File: src/rtl/freq_meter_pkg.sv
`default_nettype none
// ============================================================================
//  Module      : freq_meter_pkg
//  Description : Shared types and sizing helpers for the frequency meter.
//  Revision    : 1.0  initial release
// ============================================================================
package freq_meter_pkg;

    // Measurement controller states
    typedef enum logic [0:0] {
        IDLE    = 1'b0,
        MEASURE = 1'b1
    } state_t;

    // Gate counter width: clog2 of the window length, never narrower than 1 bit
    function automatic int gate_cnt_width(input int gate_cycles);
        return (gate_cycles <= 1) ? 1 : $clog2(gate_cycles);
    endfunction

    // Largest value representable in a w-bit unsigned counter (w <= 32)
    function automatic int unsigned sat_max(input int w);
        return (w >= 32) ? 32'hFFFF_FFFF : ((32'd1 << w) - 32'd1);
    endfunction

endpackage
`default_nettype wire

File: src/rtl/sync_edge_det.sv
`default_nettype none
// ============================================================================
//  Module      : sync_edge_det
//  Description : Multi-flop synchronizer for an asynchronous input followed by
//                a registered rising-edge detector. The pulse on 'rise'
//                appears SYNC_STAGES+1 cycles after the input is sampled high.
//  Revision    : 1.0  initial release
// ============================================================================
module sync_edge_det #(
    parameter int SYNC_STAGES = 2
) (
    input  logic clk,
    input  logic reset,
    input  logic d,
    output logic rise
);

    logic [SYNC_STAGES-1:0] r_sync;
    logic                   r_prev;
    logic                   r_rise;

    // Synchronizer chain, one-cycle history of its output and the edge flop
    always_ff @(posedge clk) begin
        if (reset) begin
            r_sync <= '0;
            r_prev <= 1'b0;
            r_rise <= 1'b0;
        end else begin
            r_sync <= {r_sync[SYNC_STAGES-2:0], d};
            r_prev <= r_sync[SYNC_STAGES-1];
            r_rise <= r_sync[SYNC_STAGES-1] & ~r_prev;
        end
    end

    assign rise = r_rise;

endmodule
`default_nettype wire

File: src/rtl/freq_meter.sv
`default_nettype none
// ============================================================================
//  Module      : freq_meter
//  Description : Counts rising edges of an asynchronous signal over a gate
//                window of exactly GATE_CYCLES clocks and reports the count
//                with a one-cycle valid strobe. Counting saturates and flags
//                overflow. Define FREQ_METER_CONTINUOUS_EN to make windows
//                run back-to-back forever after the first start.
//  Revision    : 1.0  initial release
// ============================================================================
module freq_meter
    import freq_meter_pkg::*;
#(
    parameter int GATE_CYCLES = 1000,
    parameter int CNT_W       = 16,
    parameter int SYNC_STAGES = 2
) (
    input  logic             clk,
    input  logic             reset,
    input  logic             sig_in,
    input  logic             start,
    output logic             busy,
    output logic [CNT_W-1:0] count_out,
    output logic             valid,
    output logic             overflow
);

    localparam int                  c_GATE_W    = gate_cnt_width(GATE_CYCLES);
    localparam logic [c_GATE_W-1:0] c_GATE_LOAD = c_GATE_W'(GATE_CYCLES - 1);
    localparam logic [CNT_W-1:0]    c_CNT_MAX   = CNT_W'(sat_max(CNT_W));
`ifdef FREQ_METER_CONTINUOUS_EN
    localparam bit                  c_CONTINUOUS = 1'b1;
`else
    localparam bit                  c_CONTINUOUS = 1'b0;
`endif

    state_t              r_state;
    state_t              w_state_nxt;
    logic [c_GATE_W-1:0] r_gate_cnt;
    logic [CNT_W-1:0]    r_edge_cnt;
    logic                r_ovf;
    logic [CNT_W-1:0]    r_count_out;
    logic                r_overflow;
    logic                r_valid;

    logic                w_edge;
    logic                w_gate_done;
    logic                w_busy;
    logic                w_load;
    logic                w_restart;
    logic [CNT_W-1:0]    w_cnt_upd;
    logic                w_ovf_upd;

    sync_edge_det #(
        .SYNC_STAGES (SYNC_STAGES)
    ) u_sync_edge_det (
        .clk   (clk),
        .reset (reset),
        .d     (sig_in),
        .rise  (w_edge)
    );

    assign w_gate_done = (r_state == MEASURE) && (r_gate_cnt == '0);

    // Saturating edge count including this cycle's edge
    always_comb begin
        w_cnt_upd = r_edge_cnt;
        w_ovf_upd = r_ovf;
        if (w_edge) begin
            if (r_edge_cnt == c_CNT_MAX) begin
                w_ovf_upd = 1'b1;
            end else begin
                w_cnt_upd = r_edge_cnt + CNT_W'(1);
            end
        end
    end

    // State register
    always_ff @(posedge clk) begin
        if (reset) begin
            r_state <= IDLE;
        end else begin
            r_state <= w_state_nxt;
        end
    end

    // Next-state logic: continuous builds never leave MEASURE on their own
    always_comb begin
        w_state_nxt = r_state;
        case (r_state)
            IDLE: begin
                if (start) begin
                    w_state_nxt = MEASURE;
                end
            end
            MEASURE: begin
                if (w_gate_done && !c_CONTINUOUS) begin
                    w_state_nxt = IDLE;
                end
            end
            default: w_state_nxt = IDLE;
        endcase
    end

    // State-decoded controls: busy flag, window load on start, auto restart
    always_comb begin
        w_busy    = (r_state == MEASURE);
        w_load    = (r_state == IDLE) && start;
        w_restart = w_gate_done && c_CONTINUOUS;
    end

    // Window datapath; the final cycle's edge is folded into the result and,
    // when restarting, the next window begins from zero on the following cycle
    always_ff @(posedge clk) begin
        if (reset) begin
            r_gate_cnt  <= '0;
            r_edge_cnt  <= '0;
            r_ovf       <= 1'b0;
            r_count_out <= '0;
            r_overflow  <= 1'b0;
            r_valid     <= 1'b0;
        end else begin
            r_valid <= 1'b0;
            if (w_load || w_restart) begin
                r_gate_cnt <= c_GATE_LOAD;
                r_edge_cnt <= '0;
                r_ovf      <= 1'b0;
            end else if (r_state == MEASURE) begin
                r_gate_cnt <= r_gate_cnt - c_GATE_W'(1);
                r_edge_cnt <= w_cnt_upd;
                r_ovf      <= w_ovf_upd;
            end
            if (w_gate_done) begin
                r_count_out <= w_cnt_upd;
                r_overflow  <= w_ovf_upd;
                r_valid     <= 1'b1;
            end
        end
    end

    assign busy      = w_busy;
    assign count_out = r_count_out;
    assign valid     = r_valid;
    assign overflow  = r_overflow;

endmodule
`default_nettype wire

File: config.mk
export PLATFORM = sky130hd
export DESIGN_NAME = freq_meter
export DESIGN_NICKNAME = d
export VERILOG_FILES = /design/src/rtl/freq_meter_pkg.sv /design/src/rtl/sync_edge_det.sv /design/src/rtl/freq_meter.sv
export SDC_FILE = /design/constraint.sdc
export NUM_CORES = 1
export LEC_CHECK = 0
export ABC_AREA = 1
export CORE_MARGIN = 3
export CORE_UTILIZATION = 35
export CTS_BUF_LIST = sky130_fd_sc_hd__clkbuf_2 sky130_fd_sc_hd__clkbuf_4 sky130_fd_sc_hd__clkbuf_8
export DETAILED_ROUTE_END_ITERATION = 12
export DONT_BUFFER_PORTS = 1
export PLACE_DENSITY = 0.55
export SLEW_MARGIN = 10
export SYNTH_ARGS = -nofsm -noshare
export SYNTH_HDL_FRONTEND = slang
export SYNTH_SLANG_ARGS = --single-unit
File: constraint.sdc
create_clock -name clk -period 2.49 [get_ports clk]
set_input_delay 0.3735 -clock clk [delete_from_list [all_inputs] [get_ports clk]]
set_output_delay 0.3735 -clock clk [all_outputs]
set_load 0.03 [all_outputs]
* Yosys cells after proc, flatten, opt, wreduce, memory -nomap -nowiden
Index checks and enable logic that the tools add are counted.
** Word-level totals
- Register bits after elaboration :: 50
- Latch bits :: 0
- Memory bits (writable) :: 0
- ROM bits :: 0
- Input bits :: 4
- Memories :: 0
** Operators by class
- Add/subtract/negate cells :: 2
- $mul :: 0
- Divide/modulo/power cells :: 0
- Order comparisons :: 0
- Equality and inequality tests :: 1
- Shift-type cells :: 0
- Mux-type cells :: 10
- Bitwise logic cells :: 3
- Reduce and logical (&&, ||, !) cells :: 5
** Operators with widths (number)
- 2-to-1 mux 16 bit :: 2
- 2-to-1 mux 10 bit :: 2
- adder 16 x 1 -> 16 bit (second input constant) :: 1
- == test 16 bit (second input constant) :: 1
- zero test 10 bit :: 1
- subtractor 10 x 1 -> 10 bit (second input constant) :: 1
- 2-to-1 mux 1 bit :: 5
- logical AND 1 bit :: 2
- inverter 1 bit :: 2
- case mux 1 bit (2 select lines) :: 1
- nonzero test 2 bit :: 1
- OR reduction 2 bit :: 1
- bitwise AND 1 bit :: 1

* Longest topological paths before layout
- Word-level depth :: 4
- Depth in mapped cells :: 10
- Mapped depth without buffers :: 10

* Hierarchy
Synthesis repeated with hierarchy kept, for this count alone.
** Unflattened totals
- Cell total of the unflattened synthesis :: 373
- Area, all modules :: 2499.9 µm²
** Modules (own cells, without submodules)
- freq_meter :: times used 1, cells each 361, area an instance 2384.8 µm², sequential area each 920.9 µm²
- sync_edge_det :: times used 1, cells each 12, area an instance 115.1 µm², sequential area each 80.1 µm²

* Worst setup path after synthesis
Ideal clock, no wire load.
- Path kind :: register to register
- Start :: register r_state (netlist: busy)
- End :: register r_gate_cnt[8]
- Library setup time :: 0.132 ns
- Arrival :: 1.352 ns
- Required time :: 2.358 ns
- Path slack :: 1.006 ns
- Cell stages (with the launch flop) :: 9
- Period minus slack after synthesis :: 1.484 ns
- Cell sequence :: dfxtp_1 buf_2 nand2_1 nor2_1 nand3_1 nor2_1 nand2_1 o21ai_0 a21oi_1
** On the way
- Longest elaborated chain between the ends :: 3
** Ends and longest elaborated chain
- from (decl) :: RTL line freq_meter.sv:37 : state_t r_state;
- from (signal assigned) :: RTL line freq_meter.sv:83 : r_state <= w_state_nxt;
- inverter 1 bit
- logical AND 1 bit :: RTL line freq_meter.sv:108 : w_load = (r_state == IDLE) && start;
- 2-to-1 mux 10 bit or nonzero test 2 bit (tied branches)
- to (signal assigned) :: RTL line freq_meter.sv:125 : r_gate_cnt <= c_GATE_LOAD;
- to (signal assigned) :: RTL line freq_meter.sv:129 : r_gate_cnt <= r_gate_cnt - c_GATE_W'(1);
- to (decl) :: RTL line freq_meter.sv:39 : logic [c_GATE_W-1:0] r_gate_cnt;
Several ways; a longest one is shown, not always the timed one.
A chain may end at the register's enable or synchronous reset.

* Worst setup path in the final report
- Start :: register r_state (netlist: busy)
- End :: register r_edge_cnt[5]
** On the way
- Longest elaborated chain between the ends :: 3
** Ends and longest elaborated chain
- inverter 1 bit
- logical AND 1 bit :: RTL line freq_meter.sv:108
- OR reduction 2 bit (no line)
- to (signal assigned) :: RTL line freq_meter.sv:130 : r_edge_cnt <= w_cnt_upd;
- to (decl) :: RTL line freq_meter.sv:40 : logic [CNT_W-1:0] r_edge_cnt;
Several ways; a longest one is shown, not always the timed one.

==> results.md <==
- Kind of critical path: reg2reg
- Post-CTS resize count: 0
- Avg Inst Size Synth: 6.73 um2
- Setup Fix Bufs, Post-CTS: 0
- Clk_lat worst skew: 0.31 ns
- Root buffer cell: clkbuf_8
- Pins Over Slew Limit: 0
- CP Capture Type: flip-flop
- Slew margin rel.: 0.686
- MaxCap Viol Count: 0
- CP Max Fanout: 10
- TritonCTS sink count: 50
- Met1 usage: 0.174
- Hold Path Depth: 1
- Vias per std cell: 4.70
- Post-route DRC: 0
- Tcrit/Tclk final: 0.697
- Fin worst setup slack: 0.754 ns
- Most used routing layer: met2
- Met3 Use GR: 0.0343
- GRT Total Usage: 0.144
- Port Buffer Count: 0
- Placed inst area: 2570 um2
- Part of the Yosys area used for sequential elements: 0.403
- Setup TNS: 0 ns
- Worst flop-to-flop path endpoint: r_edge_cnt[5]
- Crit path time final: 1.74 ns
- Final nets: 376
- Post-placement setup slack: 0.752 ns
- Hold Path Sink: r_gate_cnt[5]
- CTS tree: yes
- Final Cell Area: 2660 um2
- RSZ-0062 raised after global routing: no
- Met2 track demand over resource: 0.255
- HPWL after DPL: 3940 um
- Status: finished clean
- Pwr per Cell Area: 585 nW/um2
- Antenna Cells: 0
- Post-Synthesis Cells: 369
- Clk_skew: 0.00834 ns
- DIE HEIGHT: 90.2 um
- Total global routing overflow: 0
- Initial antenna violation count: 0
- Peak supply drop: 0.267 mV
- Hold Vio Cnt, Final: 0
- Synthesized Nets: 375
- Layout cell share with drive strength beyond 1: 0.0782
- Achievable Freq: 576 MHz
- Leakage: 1.24 nW
- H-Tree Level Count: 2
- R2r startpoint: busy
- WP data required: 2.75 ns
- IO Count: 23
- Detailed Routing Iterations Pass 1: 4
- DR iter-0 viols: 117
- Yosys reg bits: 50
- Clk slew on worst S/H paths: 0.09 ns
- Max Root-Sink Buffers: 2
- Unique masters post-synth: 31
- Full die area: 8140 um2
- RD Place Congestion: 0.829
- Initial Utilization: 0.364
- Mapped cell area: 2480 um2
- Total CTS buffers: 5
- Startpoint Class: flip-flop
- Core footprint: 6830 um2
- First-pass GRT wire length: 9890 um
- Vias in the first global route: 2147
- Hold_buf cts: 0
- Hold_sp: reset
- R2R setup slack: 0.75 ns
- Setup-violating endpoint count in the final report: 0
- Critical path origin: busy
- Num rows: 30
- Worst Tran Pin Value: 0.470 ns
- Area delta synth->final: 7.15%
- Worst Hold Class: in2reg
- Worst Path Arrival: 2.00 ns
- Reg2Reg Depth: 9
- Largest net degree at the start of global routing: 24
- Routed WL: 5410 um
- Die Span X: 90.2 um
- Routed vias: 2195
- YS warnings: 0
- Drt wl/cell: 11.6 um
- Final ANT Viol Nets: 0
-- power breakdown --
part / total, W / switching, W / internal (W)
Combinational: 0.000174 / 0.000114 / 0.0000600
Sequential: 0.000876 / 0.0000390 / 0.000837
Clock: 0.000507 / 0.000283 / 0.000224
Total: 0.00156 / 0.000436 / 0.00112
-- flip-flops by register name, summed over array words and instances (netlist names) --
| name | flops |
|---|---|
| count_out | 16 |
| r_edge_cnt | 16 |
| r_gate_cnt | 10 |
| u_sync_edge_det.r_sync | 2 |
| busy | 1 |
| overflow | 1 |
| r_ovf | 1 |
| u_sync_edge_det.r_prev | 1 |
| u_sync_edge_det.rise | 1 |
| valid | 1 |
-- routing by layer --
metal,vias to the layer above,wire [um]
met5,-,0
met4,0,55
met3,7,170
met2,20,2570
met1,1009,2610
li1,1159,-
-- synth_stat cells (all sizes together) --
cell type	number	share of area
o211ai	1	0.0030
nor4	1	0.0025
nor3	1	0.0020
nand2	124	0.19
a21oi	20	0.040
nand3	33	0.069
clkinv	1	0.0015
xor2	3	0.011
inv	47	0.071
dfxtp	50	0.40
ha	2	0.010
xnor2	1	0.0035
nor2	48	0.10
o21ai	21	0.042
clkbuf	3	0.0060
buf	6	0.018
a221oi	1	0.0035
nand4	3	0.010
nand3b	3	0.0091
-- area by class of cell --
class / count / area (um2)
Multi-Input combinational cell: 262 / 1240
Inverter: 48 / 180
Fill cell: 768 / 4170
Clock buffer: 6 / 82.6
Timing Repair Buffer: 3 / 22.5
Tap cell: 96 / 120
Sequential cell: 50 / 1000
Clock inverter: 2 / 12.5
-- per-stage QoR --
stage | util | instances | total power, W | hold WS (ns)
4_1_cts | 0.390 | 467 | 0.00158 | 0.117
5_1_grt | 0.390 | 467 | 0.00165 | 0.0997
6_report | 0.390 | 467 | 0.00156 | 0.122
2_1_floorplan | - | 369 | 0.00103 | 0.373
3_3_place_gp | 0.376 | 459 | 0.00107 | 0.386
3_5_place_dp | 0.376 | 459 | 0.00107 | 0.386
-- worst max path at each step --
stage,to,slack [ns],cells after the start
finish,r_edge_cnt[5],0.75,9
global route,r_edge_cnt[4],0.57,9
CTS,r_edge_cnt[5],0.72,9
detailed placement,r_edge_cnt[8],0.75,9
global placement,r_edge_cnt[8],0.81,9
floorplan,r_gate_cnt[8],1.01,8
-- layout by cell type, fill, tap and decap left out --
cell type / instances
nand3_1: 32
clkinv_1: 1
nand4_1: 2
dfxtp_1: 50
inv_2: 1
ha_1: 2
o211ai_1: 1
nand2_4: 1
nand2_2: 4
clkinvlp_4: 1
nor3_1: 1
o21ai_1: 1
nand3b_1: 3
nor2_4: 6
a21oi_1: 20
xor2_1: 3
nand2_1: 119
a221oi_1: 1
inv_1: 46
clkbuf_8: 6
nor2_8: 1
nor4_1: 1
nor2_1: 38
xnor2_1: 1
nand4_2: 1
buf_4: 3
clkinv_2: 1
nand3_2: 1
nor2_2: 3
o21ai_0: 20
-- cells by family (layout without fill, tap and decap cells) --
| logic type | after synthesis | in the layout | share of synthesized area |
|---|---|---|---|
| compound gates | 43 | 43 | 0.0892 |
| xor+xnor | 4 | 4 | 0.0141 |
| fa+ha+maj | 2 | 2 | 0.0101 |
| buf+inv | 57 | 59 | 0.0967 |
| flops | 50 | 50 | 0.403 |
| simple gates | 213 | 213 | 0.387 |
-- critical path, cell delays in order (launching register included) --
cell and delay [ns]:
dfxtp_1 0.34, buf_4 0.20, inv_1 0.08, nand2_1 0.06, inv_1 0.11, nor2_4 0.23
clkinv_1 0.33, a21oi_1 0.22, nand2_1 0.07, inv_1 0.05
No activity file was read; power rests on OpenSTA's default activity.
